--- config.mk ---
export PLATFORM = sky130hd
export DESIGN_NAME = regfile_ctx_engine
export DESIGN_NICKNAME = d
export VERILOG_FILES = /design/src/rtl/regfile_ctx_engine.sv
export SDC_FILE = /design/constraint.sdc
export NUM_CORES = 1
export LEC_CHECK = 0
export CORE_ASPECT_RATIO = 1.75
export CORE_MARGIN = 2
export CORE_UTILIZATION = 52
export CTS_CLUSTER_DIAMETER = 150
export CTS_CLUSTER_SIZE = 10
export DETAILED_ROUTE_END_ITERATION = 8
export PLACE_DENSITY = 0.95
export SLEW_MARGIN = 20
export SYNTH_ARGS = -nofsm -noshare
export SYNTH_HDL_FRONTEND = slang
export SYNTH_SLANG_ARGS = --single-unit
--- constraint.sdc ---
create_clock -name clk -period 4.42 [get_ports clk]
set_input_delay 0.663 -clock clk [delete_from_list [all_inputs] [get_ports clk]]
set_output_delay 0.663 -clock clk [all_outputs]
set_load 0.01 [all_outputs]
--- src/rtl/regfile_ctx_engine.sv ---
// Context save/restore sequencer: walks the register file and copies it to or
// from a contiguous data-memory block, acting as the register file's bus master.
module regfile_ctx_engine #(
    parameter int unsigned NREGS = 9,
    parameter int unsigned AW    = 16
) (
    input  logic          clk,
    input  logic          reset,
    input  logic          start,
    input  logic          mode,
    input  logic [AW-1:0] base,
    output logic          busy,
    output logic          done,
    output logic [3:0]    rf_addr,
    output logic [15:0]   rf_din,
    output logic          rf_we,
    input  logic [15:0]   rf_dout,
    output logic [AW-1:0] mem_addr,
    output logic [15:0]   mem_wdata,
    output logic          mem_we,
    input  logic [15:0]   mem_rdata
);

    localparam int unsigned CW = 5;
    localparam int unsigned RW = 4;
    localparam int unsigned DW = 16;
    localparam logic [CW-1:0] LAST_REG  = CW'(NREGS - 1);
    localparam logic [CW-1:0] LAST_SAVE = CW'(NREGS);

    typedef enum logic [2:0] {
        S_IDLE,
        S_SAVE,
        S_RESTORE_RD,
        S_RESTORE_WR,
        S_DONE
    } state_e;

    state_e        state_q, state_d;
    logic [CW-1:0] cnt_q, cnt_d;
    logic [AW-1:0] base_q, base_d;
    logic          busy_q, busy_d;
    logic          done_q, done_d;
    logic [RW-1:0] rf_addr_q, rf_addr_d;
    logic          rf_we_q, rf_we_d;
    logic [AW-1:0] mem_addr_q, mem_addr_d;
    logic          mem_we_q, mem_we_d;
    logic [DW-1:0] rf_din_q, rf_din_d;
    logic [DW-1:0] mem_wdata_q, mem_wdata_d;

    // Next-state and registered control outputs, decoded from the next state.
    always_comb begin
        state_d    = state_q;
        cnt_d      = cnt_q;
        base_d     = base_q;
        rf_addr_d  = rf_addr_q;
        mem_addr_d = mem_addr_q;
        busy_d     = 1'b0;
        done_d     = 1'b0;
        rf_we_d    = 1'b0;
        mem_we_d   = 1'b0;

        case (state_q)
            S_IDLE, S_DONE: begin
                state_d = S_IDLE;
                if (start) begin
                    base_d    = base;
                    cnt_d     = '0;
                    rf_addr_d = '0;
                    busy_d    = 1'b1;
                    if (mode) begin
                        state_d    = S_RESTORE_RD;
                        mem_addr_d = base;
                    end else begin
                        state_d = S_SAVE;
                    end
                end
            end

            // cnt_q is the SAVE cycle index k; the write trails the read by one.
            S_SAVE: begin
                if (cnt_q == LAST_SAVE) begin
                    state_d = S_DONE;
                    done_d  = 1'b1;
                end else begin
                    cnt_d      = cnt_q + CW'(1);
                    busy_d     = 1'b1;
                    mem_we_d   = 1'b1;
                    mem_addr_d = base_q + AW'(cnt_q);
                    rf_addr_d  = (cnt_q < LAST_REG) ? RW'(cnt_q + CW'(1)) : RW'(LAST_REG);
                end
            end

            S_RESTORE_RD: begin
                state_d = S_RESTORE_WR;
                busy_d  = 1'b1;
                rf_we_d = 1'b1;
            end

            S_RESTORE_WR: begin
                if (cnt_q == LAST_REG) begin
                    state_d = S_DONE;
                    done_d  = 1'b1;
                end else begin
                    state_d    = S_RESTORE_RD;
                    cnt_d      = cnt_q + CW'(1);
                    busy_d     = 1'b1;
                    rf_addr_d  = RW'(cnt_q + CW'(1));
                    mem_addr_d = base_q + AW'(cnt_q + CW'(1));
                end
            end

            default: state_d = S_IDLE;
        endcase
    end

    // Write data passes straight through from the one-cycle-latency read ports
    // while a write is active, and otherwise holds the last value driven.
    always_comb begin
        rf_din_d    = rf_din_q;
        mem_wdata_d = mem_wdata_q;
        if (state_q == S_RESTORE_WR) begin
            rf_din_d = mem_rdata;
        end
        if (mem_we_q) begin
            mem_wdata_d = rf_dout;
        end
    end

    always_ff @(posedge clk or negedge reset) begin
        if (!reset) begin
            state_q     <= S_IDLE;
            cnt_q       <= '0;
            base_q      <= '0;
            busy_q      <= 1'b0;
            done_q      <= 1'b0;
            rf_addr_q   <= '0;
            rf_we_q     <= 1'b0;
            mem_addr_q  <= '0;
            mem_we_q    <= 1'b0;
            rf_din_q    <= '0;
            mem_wdata_q <= '0;
        end else begin
            state_q     <= state_d;
            cnt_q       <= cnt_d;
            base_q      <= base_d;
            busy_q      <= busy_d;
            done_q      <= done_d;
            rf_addr_q   <= rf_addr_d;
            rf_we_q     <= rf_we_d;
            mem_addr_q  <= mem_addr_d;
            mem_we_q    <= mem_we_d;
            rf_din_q    <= rf_din_d;
            mem_wdata_q <= mem_wdata_d;
        end
    end

    assign busy      = busy_q;
    assign done      = done_q;
    assign rf_addr   = rf_addr_q;
    assign rf_we     = rf_we_q;
    assign mem_addr  = mem_addr_q;
    assign mem_we    = mem_we_q;
    assign rf_din    = rf_din_d;
    assign mem_wdata = mem_wdata_d;

endmodule

==> results of run 1 <==
[area by class of cell]
cell class / count / area [um2]
clock buffer: 12 / 246
clock inverter: 4 / 53.8
fill: 529 / 2100
inverter: 8 / 30.0
multi-input combinational: 272 / 1840
sequential: 80 / 2000
tap: 88 / 110
timing repair buffer: 108 / 1080
[state kept, by name (all words and copies together), names as in the netlist]
register,cells
base_q,16
rf_din_q,16
mem_we,1
done,1
state_q,3
mem_addr,16
busy,1
mem_wdata_q,16
rf_addr,4
cnt_q,5
rf_we,1
[cells by family (layout without fill, tap and decap cells)]
family	count (synthesis)	in the layout	share of synthesized area (%)
AO/OA/AOI/OAI	73	73	11.8
XOR/XNOR	13	13	2.88
adder cells (fa/ha/maj)	12	12	4.18
buffers and inverters	24	132	2.79
flip-flops	80	80	50.6
multiplexers	40	40	11.2
AND/OR/NAND/NOR	134	134	16.5
[cell usage after synthesis, drive strengths merged, types with 7 or more instances]
master  instances
dfrtp          80
nand2          67
mux2           34
o21ai          25
nor2           18
a21oi          16
nand3          13
and3           11
ha             10
buf             9
inv             8
clkbuf          7
xnor2           7
[per-stage QoR]
| stage | total power, mW | utilization [%] |
|---|---|---|
| final | 4.30 | 71.9 |
| after global routing | 4.57 | 71.9 |
| after CTS | 4.31 | 71.8 |
| after detailed placement | 3.54 | 67.8 |
| after global placement | 3.43 | 67.8 |
| after floorplan | 2.61 | - |
[critical path, cell delays in order (launching register included)]
cell and delay, ns:
dfrtp_1 0.68, nand3b_1 0.75, mux2_2 0.55, clkdlybuf4s50_1 0.50
[power by group]
group,internal [mW],switching [mW],total (mW)
clock network,0.454,0.293,0.747
logic,1.12,1.06,2.19
registers,1.09,0.276,1.36
[worst paths after layout]
kind,to,slack [ns],cells past startpoint
setup / recovery,rf_din[15],0.93,3
hold / removal,mem_addr[3],0.33,1
setup reg to reg,mem_addr[5],1.95,7
hold reg to reg,mem_addr[1],0.49,2
max in group asynchronous,mem_wdata_q[14],3.56,1
min in group clk,mem_addr[1],0.49,2
[layer usage]
layer | part of all wire (%) | global-route usage [%] | vias to the layer above | wire length [um]
met1 | 38 | 28.3 | 1609 | 3750
li1 | - | - | 1519 | -
met5 | 0 | 0 | - | 0
met2 | 54 | 43.4 | 136 | 5420
met4 | 2.9 | 13.0 | 0 | 289
met3 | 5.1 | 5.41 | 27 | 512
==> flow_metrics.env, run 1 <==
export IMPL_mostFrequentLayoutCells="clkdlybuf4s50_1, dfrtp_1, nand2_1, mux2_2, o21ai_0"
export IMPL_vias=3291
export IMPL_mostFrequentLayoutCell="clkdlybuf4s50_1"
export IMPL_insertion_delay_ns=0.34
export IMPL_finalClockSkew_ns=0.00452
export IMPL_tightest_slew_ns=1.02
export IMPL_yosysSeqAreaShare_pct=50.6
export IMPL_vias_per_cell=5.75
export IMPL_core_area_mm2=0.00746
export IMPL_syn_avg_cell_area_um2=10.5
export IMPL_peakVddDrop_v=0.000493
export IMPL_place_area_mm2=0.00506
export IMPL_antenna_found_initial=0
export IMPL_endpoint_kind="output pin"
export IMPL_routed_wl_um=9970
export IMPL_dpl_hpwl_um=6990
export IMPL_rr_startpoint="cnt_q[0]"
export IMPL_yosysTopAreaCell="dfrtp_1"
export IMPL_fin_nets=543
export IMPL_netlist_instances=376
export IMPL_synthTopCellsByArea="dfrtp_1, mux2_2, nand2_1, ha_1, o21ai_0"
export IMPL_drtIter0Drc=391
export IMPL_drt_pass1_iter_count=5
export IMPL_grt_first_pass_wirelength_um=16400
export IMPL_ys_ff_latch=80
export IMPL_ys_warn_count=0
export IMPL_clk_pin_slew_ns=0.06
export IMPL_cts_tree="built"
export IMPL_drive_gt1_share_pct=12.2
export IMPL_start_util_pct=53.0
export IMPL_rsz0062_at_grt="false"
export IMPL_cp_max_fo=17
export IMPL_layout_cells_non_filler=572
export IMPL_num_io_pins=108
export IMPL_finalCriticalPeriod_ns=3.49
export IMPL_maxCapViolCount=0
export IMPL_setup_ws_ns=0.933
export IMPL_cts_setup_buffers=0
export IMPL_synth_top_area_share_pct=50.6
export IMPL_whs_ns=0.328
export IMPL_die_x_um=69.9
export IMPL_synth_nets=440
export IMPL_worstHoldPathType="in2async"
export IMPL_status="finished, final reports clean"
export IMPL_grt_usage_pct=25.0
export IMPL_ctsResizeCount=0
export IMPL_antenna_cells=0
export IMPL_relSlewSlack_pct=32.1
export IMPL_die_area_mm2=0.00834
export IMPL_synthArstFlopShare_pct=100
export IMPL_die_h_um=119
export IMPL_ys_flop_type="dfrtp_1"
export IMPL_syn_area_mm2=0.00395
export IMPL_place_inst=556
export IMPL_fmax_mhz=287
export IMPL_hold_viol=0
export IMPL_postLayoutCellArea_mm2=0.00536
export IMPL_crit_type="reg2out"
export IMPL_overflow=0
export IMPL_cts_buffers=9
export IMPL_fp_row_count=42
export IMPL_cts_root_buf="clkbuf_16"
export IMPL_gp_congestion=0.899
export IMPL_final_max_slew_viol_count=0
export IMPL_drt_drc_violations_left=0
export IMPL_syn2layout_area_growth_pct=35.7
export IMPL_routedWlPerCell_um=17.4
export IMPL_synth_edf_count=0
export IMPL_finalSetupViolCount=0
export IMPL_ys_types=49
export IMPL_worstPathArrival_ns=2.82
export IMPL_dp_slack_ns=1.30
export IMPL_cp_start_kind="flop"
export IMPL_ctsLongestPathBuffers=2
export IMPL_grt_max_degree=81
export IMPL_port_buffers=107
export IMPL_cts_sinks=80
export IMPL_cp_required_ns=3.76
export IMPL_timing_setup_tns_ns=0
export IMPL_grt_pass1_vias=3503
export IMPL_htreeDepth=3
export IMPL_cts_hold_buffers_added=0
export IMPL_powerDensity_mw_per_mm2=801
export IMPL_power_leakage_nw=2.33
export IMPL_cp_startpoint="state_q[1]"
export IMPL_detail_route_antenna_nets=0
export IMPL_min_period_over_period_pct=78.9
(Power assumes the default switching activity.)
==> inputs of run 2 (changes only) <==
--- a/config.mk
+++ b/config.mk
@@ -7,11 +7,11 @@
 export LEC_CHECK = 0
 export CORE_ASPECT_RATIO = 1.75
 export CORE_MARGIN = 2
-export CORE_UTILIZATION = 52
+export CORE_UTILIZATION = 44
 export CTS_CLUSTER_DIAMETER = 150
 export CTS_CLUSTER_SIZE = 10
 export DETAILED_ROUTE_END_ITERATION = 8
-export PLACE_DENSITY = 0.95
+export PLACE_DENSITY = 0.87
 export SLEW_MARGIN = 20
 export SYNTH_ARGS = -nofsm -noshare
 export SYNTH_HDL_FRONTEND = slang
==> constraint.sdc (replaced) <==
create_clock -name clk -period 3.2 [get_ports clk]
set_input_delay 0.48 -clock clk [delete_from_list [all_inputs] [get_ports clk]]
set_output_delay 0.48 -clock clk [all_outputs]
set_load 0.01 [all_outputs]
==> run 2 against run 1 <==
  * Hold slack worse by 0.17 ns
  * Sequential power is 38% higher
  * Die area is 17% higher
  * Combinational power is 39% higher
  * Non-clock buffer count is 3 higher
  * Wire length is 1.2% higher
  * Critical path type unchanged
  * Critical path depth is 1 higher
  * Flip-flop and latch count stayed put
  * Clock skew is 0.00073 ns higher
==> flow_metrics.env, run 2 (synthesis gave the netlist of run 1 again) <==
export IMPL_status="finished, final reports clean"
export IMPL_vias=3320
export IMPL_cts_buffers=9
export IMPL_cp_top_family="buffers and inverters"
export IMPL_grt_max_degree=81
export IMPL_routedWlPerCell_um=16.7
export IMPL_grt_usage_pct=22.0
export IMPL_cp_max_fo=17
export IMPL_maxCapViolCount=0
export IMPL_cp_start_kind="flop"
export IMPL_tightest_slew_ns=0.731
export IMPL_worstHoldPathType="in2async"
export IMPL_finalSetupViolCount=0
export IMPL_port_buffers=107
export IMPL_ctsResizeCount=0
export IMPL_detail_route_antenna_nets=0
export IMPL_cp_slowest_cell="dfrtp_1"
export IMPL_cts_hold_buffers_added=0
export IMPL_grt_pass1_vias=3461
export IMPL_slowest_delay_ns=0.58
export IMPL_fmax_mhz=369
export IMPL_crit_type="reg2out"
export IMPL_peakVddDrop_v=0.000594
export IMPL_vias_per_cell=5.50
export IMPL_drive_gt1_share_pct=12.7
export IMPL_grt_first_pass_wirelength_um=16400
export IMPL_powerDensity_mw_per_mm2=1090
export IMPL_core_area_mm2=0.00873
export IMPL_endpoint_kind="output pin"
export IMPL_rsz0062_at_grt="false"
export IMPL_drt_drc_violations_left=0
export IMPL_finalClockSkew_ns=0.00526
export IMPL_gp_congestion=0.899
export IMPL_overflow=0
export IMPL_layout_cells_non_filler=604
export IMPL_drtIter0Drc=206
export IMPL_cts_setup_buffers=0
export IMPL_place_inst=588
export IMPL_finalCriticalPeriod_ns=2.71
export IMPL_whs_ns=0.158
export IMPL_mostFrequentLayoutCell="clkdlybuf4s50_1"
export IMPL_cts_tree="built"
export IMPL_die_x_um=75.6
export IMPL_drt_pass1_iter_count=5
export IMPL_final_max_slew_viol_count=0
export IMPL_syn2layout_area_growth_pct=36.6
export IMPL_dpl_hpwl_um=7210
export IMPL_ctsLongestPathBuffers=2
export IMPL_die_h_um=129
export IMPL_cp_buffers_inverters=2
export IMPL_fin_nets=546
export IMPL_insertion_delay_ns=0.34
export IMPL_setup_ws_ns=0.489
export IMPL_fp_row_count=45
export IMPL_start_util_pct=45.3
export IMPL_timing_setup_tns_ns=0
export IMPL_antenna_cells=0
export IMPL_routed_wl_um=10100
export IMPL_hold_viol=0
export IMPL_cts_sinks=80
export IMPL_die_area_mm2=0.00979
export IMPL_cp_required_ns=2.72
export IMPL_worstPathCellList="nand3b_1 > buf_4 > mux2_2 > clkdlybuf4s50_1"
export IMPL_mostFrequentLayoutCells="clkdlybuf4s50_1, dfrtp_1, nand2_1, mux2_2, o21ai_0"
export IMPL_power_leakage_nw=2.34
export IMPL_min_period_over_period_pct=84.7
export IMPL_htreeDepth=3
export IMPL_cts_root_buf="clkbuf_16"
export IMPL_dp_slack_ns=0.842
export IMPL_worstPathArrival_ns=2.23
export IMPL_relSlewSlack_pct=51.2
export IMPL_clk_pin_slew_ns=0.06
export IMPL_num_io_pins=108
export IMPL_antenna_found_initial=0
## run 2: metrics by stage
stage	total power, mW	util [%]	instance area, um2
2_1_floorplan	3.60	-	3950
3_3_place_gp	4.81	58.6	5120
3_5_place_dp	4.92	58.6	5120
4_1_cts	5.91	61.8	5390
5_1_grt	6.26	61.8	5400
6_report	5.88	61.8	5400
## run 2: cell type report
cell class,count,area [um2]
inverter,8,30.0
clock inverter,4,30.0
fill,718,3330
sequential,80,2000
timing repair buffer,111,1100
clock buffer,12,246
tap,117,146
multi-input combinational,272,1840
## run 2: power breakdown
group	switching, mW	internal [mW]
Sequential	0.376	1.50
Combinational	1.48	1.57
Clock	0.405	0.548
## run 2: path summary, 6_finish.rpt
kind	slack, ns	endpoint	start	cells past startpoint
setup / recovery	0.49	rf_din[1]	state_q[1]	4
hold / removal	0.16	mem_addr[2]	reset	1
setup reg to reg	0.86	mem_addr[12]	cnt_q[0]	8
hold reg to reg	0.47	mem_addr[10]	mem_addr[10]	2
max in group asynchronous	2.52	mem_addr[6]	reset	1
min in group clk	0.47	mem_addr[10]	mem_addr[10]	2
## run 2: layer usage
metal / global-route usage [%] / wire, um
met1: 25.3 / 3790
met2: 37.5 / 5390
met3: 4.12 / 480
met4: 12.2 / 430
met5: 0 / 0
